`src/rtl/scs8hd_sedfxtp_bank.sv`:
```
// scs8hd_sedfxtp_bank: WIDTH-bit holding register with per-bit data enable,
// CHAINS parallel scan chains and a saturating shift-progress counter.
// Build option: define SEDF_BANK_SCO_RETIME_EN to put a lockup flop on each SCO.
module scs8hd_sedfxtp_bank #(
    parameter int unsigned WIDTH  = 8,
    parameter int unsigned CHAINS = 1
) (
    input  logic                                 CLK,
    input  logic                                 RESET,
    input  logic [WIDTH-1:0]                     D,
    input  logic [WIDTH-1:0]                     DE,
    input  logic [CHAINS-1:0]                    SCD,
    input  logic                                 SCE,
    output logic [WIDTH-1:0]                     Q,
    output logic [CHAINS-1:0]                    SCO,
    output logic [$clog2(WIDTH/CHAINS+1)-1:0]    SHIFT_CNT,
    output logic                                 SHIFT_DONE
);

    localparam int unsigned L  = WIDTH / CHAINS;
    localparam int unsigned CW = $clog2(L + 1);

    logic [WIDTH-1:0]  q_r;
    logic [WIDTH-1:0]  q_func;
    logic [WIDTH-1:0]  q_shift;
    logic [WIDTH-1:0]  q_next;
    logic [CHAINS-1:0] chain_lsb;
    logic [CW-1:0]     cnt_r;
    logic [CW-1:0]     cnt_next;
    logic              done_r;

    // Functional update: each bit loads D only when its enable is set.
    // Per-bit ternary keeps X on DE[i] visible when D[i] and Q[i] differ.
    always_comb begin
        q_func = q_r;
        for (int i = 0; i < int'(WIDTH); i++) begin
            q_func[i] = DE[i] ? D[i] : q_r[i];
        end
    end

    // Shift path and chain exit bits: SCD enters at the chain MSB, LSB exits.
    for (genvar c = 0; c < int'(CHAINS); c++) begin : g_chain
        if (L == 1) begin : g_single
            assign q_shift[c] = SCD[c];
        end else begin : g_multi
            assign q_shift[c*L +: L] = {SCD[c], q_r[c*L+1 +: L-1]};
        end
        assign chain_lsb[c] = q_r[c*L];
    end

    // Mode select; SCE^SCE is 0 for a known SCE and X otherwise, so an
    // unknown scan enable corrupts every bit in simulation.
    always_comb begin
        q_next = SCE ? q_shift : q_func;
        q_next = q_next ^ {WIDTH{SCE ^ SCE}};
    end

    // Shift counter: counts consecutive shift cycles, saturating at L.
    always_comb begin
        cnt_next = '0;
        if (SCE) begin
            cnt_next = (cnt_r == CW'(L)) ? cnt_r : cnt_r + CW'(1);
        end
    end

    // Register bank, counter and registered done flag.
    always_ff @(posedge CLK) begin
        if (RESET) begin
            q_r    <= '0;
            cnt_r  <= '0;
            done_r <= 1'b0;
        end else begin
            q_r    <= q_next;
            cnt_r  <= cnt_next;
            done_r <= (cnt_next == CW'(L));
        end
    end

`ifdef SEDF_BANK_SCO_RETIME_EN
    logic [CHAINS-1:0] sco_r;

    // Lockup stage on the scan outputs; runs every cycle in both modes.
    always_ff @(posedge CLK) begin
        if (RESET) begin
            sco_r <= '0;
        end else begin
            sco_r <= chain_lsb;
        end
    end

    assign SCO = sco_r;
`else
    assign SCO = chain_lsb;
`endif

    assign Q          = q_r;
    assign SHIFT_CNT  = cnt_r;
    assign SHIFT_DONE = done_r;

endmodule

```
`config.mk`:
```
export PLATFORM = sky130hd
export DESIGN_NAME = scs8hd_sedfxtp_bank
export DESIGN_NICKNAME = d
export VERILOG_FILES = /design/src/rtl/scs8hd_sedfxtp_bank.sv
export SDC_FILE = /design/constraint.sdc
export NUM_CORES = 1
export LEC_CHECK = 0
export CAP_MARGIN = 10
export CORE_UTILIZATION = 37
export DETAILED_ROUTE_END_ITERATION = 16
export PLACE_DENSITY = 0.77
export SYNTH_ARGS = -nofsm -noshare
export SYNTH_HDL_FRONTEND = slang
export SYNTH_SLANG_ARGS = --single-unit
```
`constraint.sdc`:
```
create_clock -name CLK -period 1.7 [get_ports CLK]
set_input_delay 0.34 -clock CLK [delete_from_list [all_inputs] [get_ports CLK]]
set_output_delay 0.34 -clock CLK [all_outputs]
set_load 0.005 [all_outputs]
```
== Word level (Yosys, flattened, before mapping) ==
Index checks and enable logic that the tools add are counted.

* Register bits after elaboration: 13
* Input port bits: 20
* Output and inout bits: 14

* Add/subtract/negate cells: 1
* Reduce and logical (&&, ||, !) cells: 8
* Eq/ne operators: 2
* Mux-type cells: 11

{| class="wikitable"
|+ Operators with widths
! cell !! number
|-
| 2-bit nonzero test || 8
|-
| 4-bit equality test, second input constant || 2
|-
| 1-bit two-way mux || 8
|-
| 4-bit two-way mux || 2
|-
| 8-bit two-way mux || 1
|-
| 4-bit by 1-bit adder with 4-bit output, second input constant || 1
|}

== Longest topological paths before layout ==
* Depth after elaboration: 4
* Gate-level depth with buffers: 5

== Worst setup path before layout ==
OpenSTA, ideal clock, no wires.

* Path kind: register -> register
* From: register cnt_r[0] (netlist: SHIFT_CNT[0])
* To: register done_r (netlist: SHIFT_DONE)
* Setup time: 103 ps
* Data arrival time: 1,319 ps
* Path buffers: 0
* Stages on the path, launching flop included: 6
* Setup slack: 278 ps
* Cell sequence: dfxtp_1 > inv_1 > ha_1 > a211oi_1 > o21ai_1 > a2111oi_2

* Word-level cells in the longest chain between the ends: 4

{| class="wikitable"
|+ Ends and longest elaborated chain
! what !! line !! RTL
|-
| start, declared || 28 || <nowiki>logic [CW-1:0] cnt_r;</nowiki>
|-
| start signal, assigned || 74 || <nowiki>cnt_r <= cnt_next;</nowiki>
|-
| 4-bit by 1-bit adder with 4-bit output / 4-bit equality test (equally long branches) || 62 || <nowiki>cnt_next = (cnt_r == CW'(L)) ? cnt_r : cnt_r + CW'(1);</nowiki>
|-
| 4-bit two-way mux * || 62 ||
|-
| 4-bit two-way mux * || 61 || <nowiki>if (SCE) begin</nowiki>
|-
| 4-bit equality test * || 75 || <nowiki>done_r <= (cnt_next == CW'(L));</nowiki>
|-
| end signal, assigned || 75 ||
|-
| end, declared || 30 || <nowiki>logic done_r;</nowiki>
|}

Mark *: on every way between the ends. The rest lies on a longest branch, timed or not.
A chain may end at the register's enable or synchronous reset.

== Worst setup path after layout ==
* From: register cnt_r[2] (netlist: SHIFT_CNT[2])
* To: output SHIFT_CNT[2]

{| class="wikitable"
|+ RTL lines
! what !! line !! RTL
|-
| end, declared || 16 || <nowiki>output logic [$clog2(WIDTH/CHAINS+1)-1:0] SHIFT_CNT,</nowiki>
|}

No word-level cell between the ends.

==> reports/results.tsv <==
metric	value	unit
# resized after CTS	0	
Area growth syn-to-layout	61.6	%
CP max stage delay	550	ps
WL final	1.23	mm
Seq/Total Area, Yosys	0.419	
synthesis warning total	0	
final worst-path cycle share	0.945	
clock-pin slew on the worst setup and hold paths	80	ps
most common cell after layout, fill and taps aside	clkdlybuf4s50_1	
CTS Buf Count	3	
wire per inst	10.8	um
Worst Tran Pin Value	260	ps
hold_buf cts	0	
Buf/Inv on CP	1	
largest net degree at the start of global routing	9	
CP endpoint kind	output pin	
Critical Path AT	1270	ps
slowest cell on the critical path	clkdlybuf4s50_1	
Die X	43.0	um
RSZ-0062 raised after global routing	false	
routability congestion estimate	0.701	
CP startpoint kind	flop	
crit path max fanout	8	
Post-CTS Setup Repair Bufs	0	
hold slack	526	ps
switch share	0.228	
total clock sinks	13	
nets@finish	121	
first-pass GRT wire length	2.13	mm
fmax	0.622	GHz
Post-Syn Instances	61	
Syn Std Cell Area	622	um2
FILL cells	136	
vias post-DR	553	
Leakage Power	0.407	nW
Rows	14	
most frequent cells in the layout	33 x clkdlybuf4s50_1, 13 x dfxtp_1, 11 x nor2_1	
final worst path period need	1610	ps
gr busiest metal	met2	
1st-iter DRT viols	4	
CTS H-tree lvls	1	
DR pass1 iterations	4	
Core Region	1540	um2
Synth Area per Inst	10.2	um2
outcome	finished clean	
layout cells sized above 1	0.163	
Final HPWL DP	981	um
port bufs	33	
die area	1850	um2
TritonCTS clock tree	done	
peak supply drop	0.362	mV
Die Height	43.0	um
Hold Vio Cnt, Final	0	
vias per inst	4.85	
met3 Use GR	0.0596	
DRC	0	
Max-Cap Viols	0	
Setup Crit Path Kind	reg -> out	
required time of the worst setup path	1360	ps
Distinct cells, synth	21	
clock root buffer master	clkbuf_4	
Int Power	0.503	mW
starting density of the core	0.403	
cells along the critical path	clkdlybuf4s50_1	
sw power	0.148	mW
GRT overflow	0	
combinational share of power	0.204	
GRT Util Overall	0.154	
antenna violations before repair	0	
Hold Crit Class	reg -> reg	
clk buf depth	2	
pwr/cell area	649	nW/um2
GR Util met2	0.236	
CP top delay family	buffers and inverters	
setup violators final	0	
I/O pin total	34	
Rel. slew slack	0.826	
antenna diode count	0	
clock skew	0.499	ps
post-route ant nets	0	
FF+latch count, synth	13	
Clock Latency Late Sink	270	ps
fin. max-slew vios	0	
Clock power frac	0.292	
Setup TNS	0	ps
Seq pwr share	0.504	
Post-Synthesis Net Count	83	
met1 usage	0.189	
vias in the first global route	513	
-- cell families (layout without fill, tap and decap cells) --
logic type	count (synthesis)	after routing	synth area share
mux	17	17	0.290
simple gates	17	17	0.133
flops	13	13	0.419
buf+inv	6	43	0.0443
compound gates	5	5	0.0603
fa+ha+maj	2	2	0.0402
xor+xnor	1	1	0.0141
-- layer usage --
metal	part of all wire	vias to the layer above	wire length [um]
met1	0.47	248	584
li1	-	281	-
met2	0.45	22	552
met3	0.071	2	88
met4	0.0065	0	8
met5	0	-	0
-- cell usage after synthesis --
library cell | instances | area (um2)
xor2_1 | 1 | 8.76
mux2i_1 | 9 | 90.1
a211oi_1 | 1 | 7.51
nand3_1 | 1 | 5.00
a2111oi_2 | 1 | 15.0
or3_4 | 1 | 11.3
and2_1 | 1 | 6.26
clkbuf_1 | 1 | 3.75
dfxtp_1 | 13 | 260
ha_1 | 2 | 25.0
nand2b_1 | 1 | 6.26
a21oi_1 | 1 | 5.00
buf_4 | 1 | 7.51
nand2_1 | 1 | 3.75
inv_1 | 3 | 11.3
buf_2 | 1 | 5.00
mux2_2 | 8 | 90.1
o21ai_1 | 1 | 5.00
nor2_1 | 11 | 41.3
and3b_1 | 1 | 8.76
o21ai_0 | 1 | 5.00
-- layout make-up --
class	instances	area, um2	area share
multi-input combinational	42	334	0.333
tap	16	20.0	0.0199
timing repair buffer	36	353	0.351
inverter	3	11.3	0.0112
clock buffer	4	26.3	0.0262
sequential	13	260	0.259
-- flip-flops by register name (all words and copies together), names as in the netlist --
signal / cells
Q: 8
SHIFT_CNT: 4
SHIFT_DONE: 1
-- power by group through the flow --
stage               combinational [mW]  clock [mW]  sequential (mW)
floorplan                       0.0524           0            0.335
global placement                 0.132           0            0.335
detailed placement               0.134           0            0.336
CTS                              0.135       0.196            0.329
global route                     0.143       0.211            0.331
finish                           0.133       0.190            0.328
-- through the flow --
| stage | cell area [um2] | total power [mW] | std cells | util | setup slack [ps] |
|---|---|---|---|---|---|
| after global routing | 1000 | 0.685 | 114 | 0.652 | 41.6 |
| after CTS | 1000 | 0.659 | 114 | 0.652 | 87.0 |
| after detailed placement | 978 | 0.470 | 110 | 0.635 | 202 |
| after floorplan | 622 | 0.388 | 61 | - | 278 |
| final | 1000 | 0.652 | 114 | 0.652 | 93.3 |
| after global placement | 978 | 0.467 | 110 | 0.635 | 246 |
-- worst paths after layout --
check | from | to | slack [ps] | cells past startpoint
worst max-delay path | SHIFT_CNT[2] | SHIFT_CNT[2] | 90 | 1
worst min-delay path | Q[2] | Q[1] | 530 | 2
worst max register to register | SHIFT_CNT[0] | SHIFT_DONE | 210 | 5
worst min register to register | Q[2] | Q[1] | 530 | 2
Note: power is estimated with default switching activity, not from simulation.
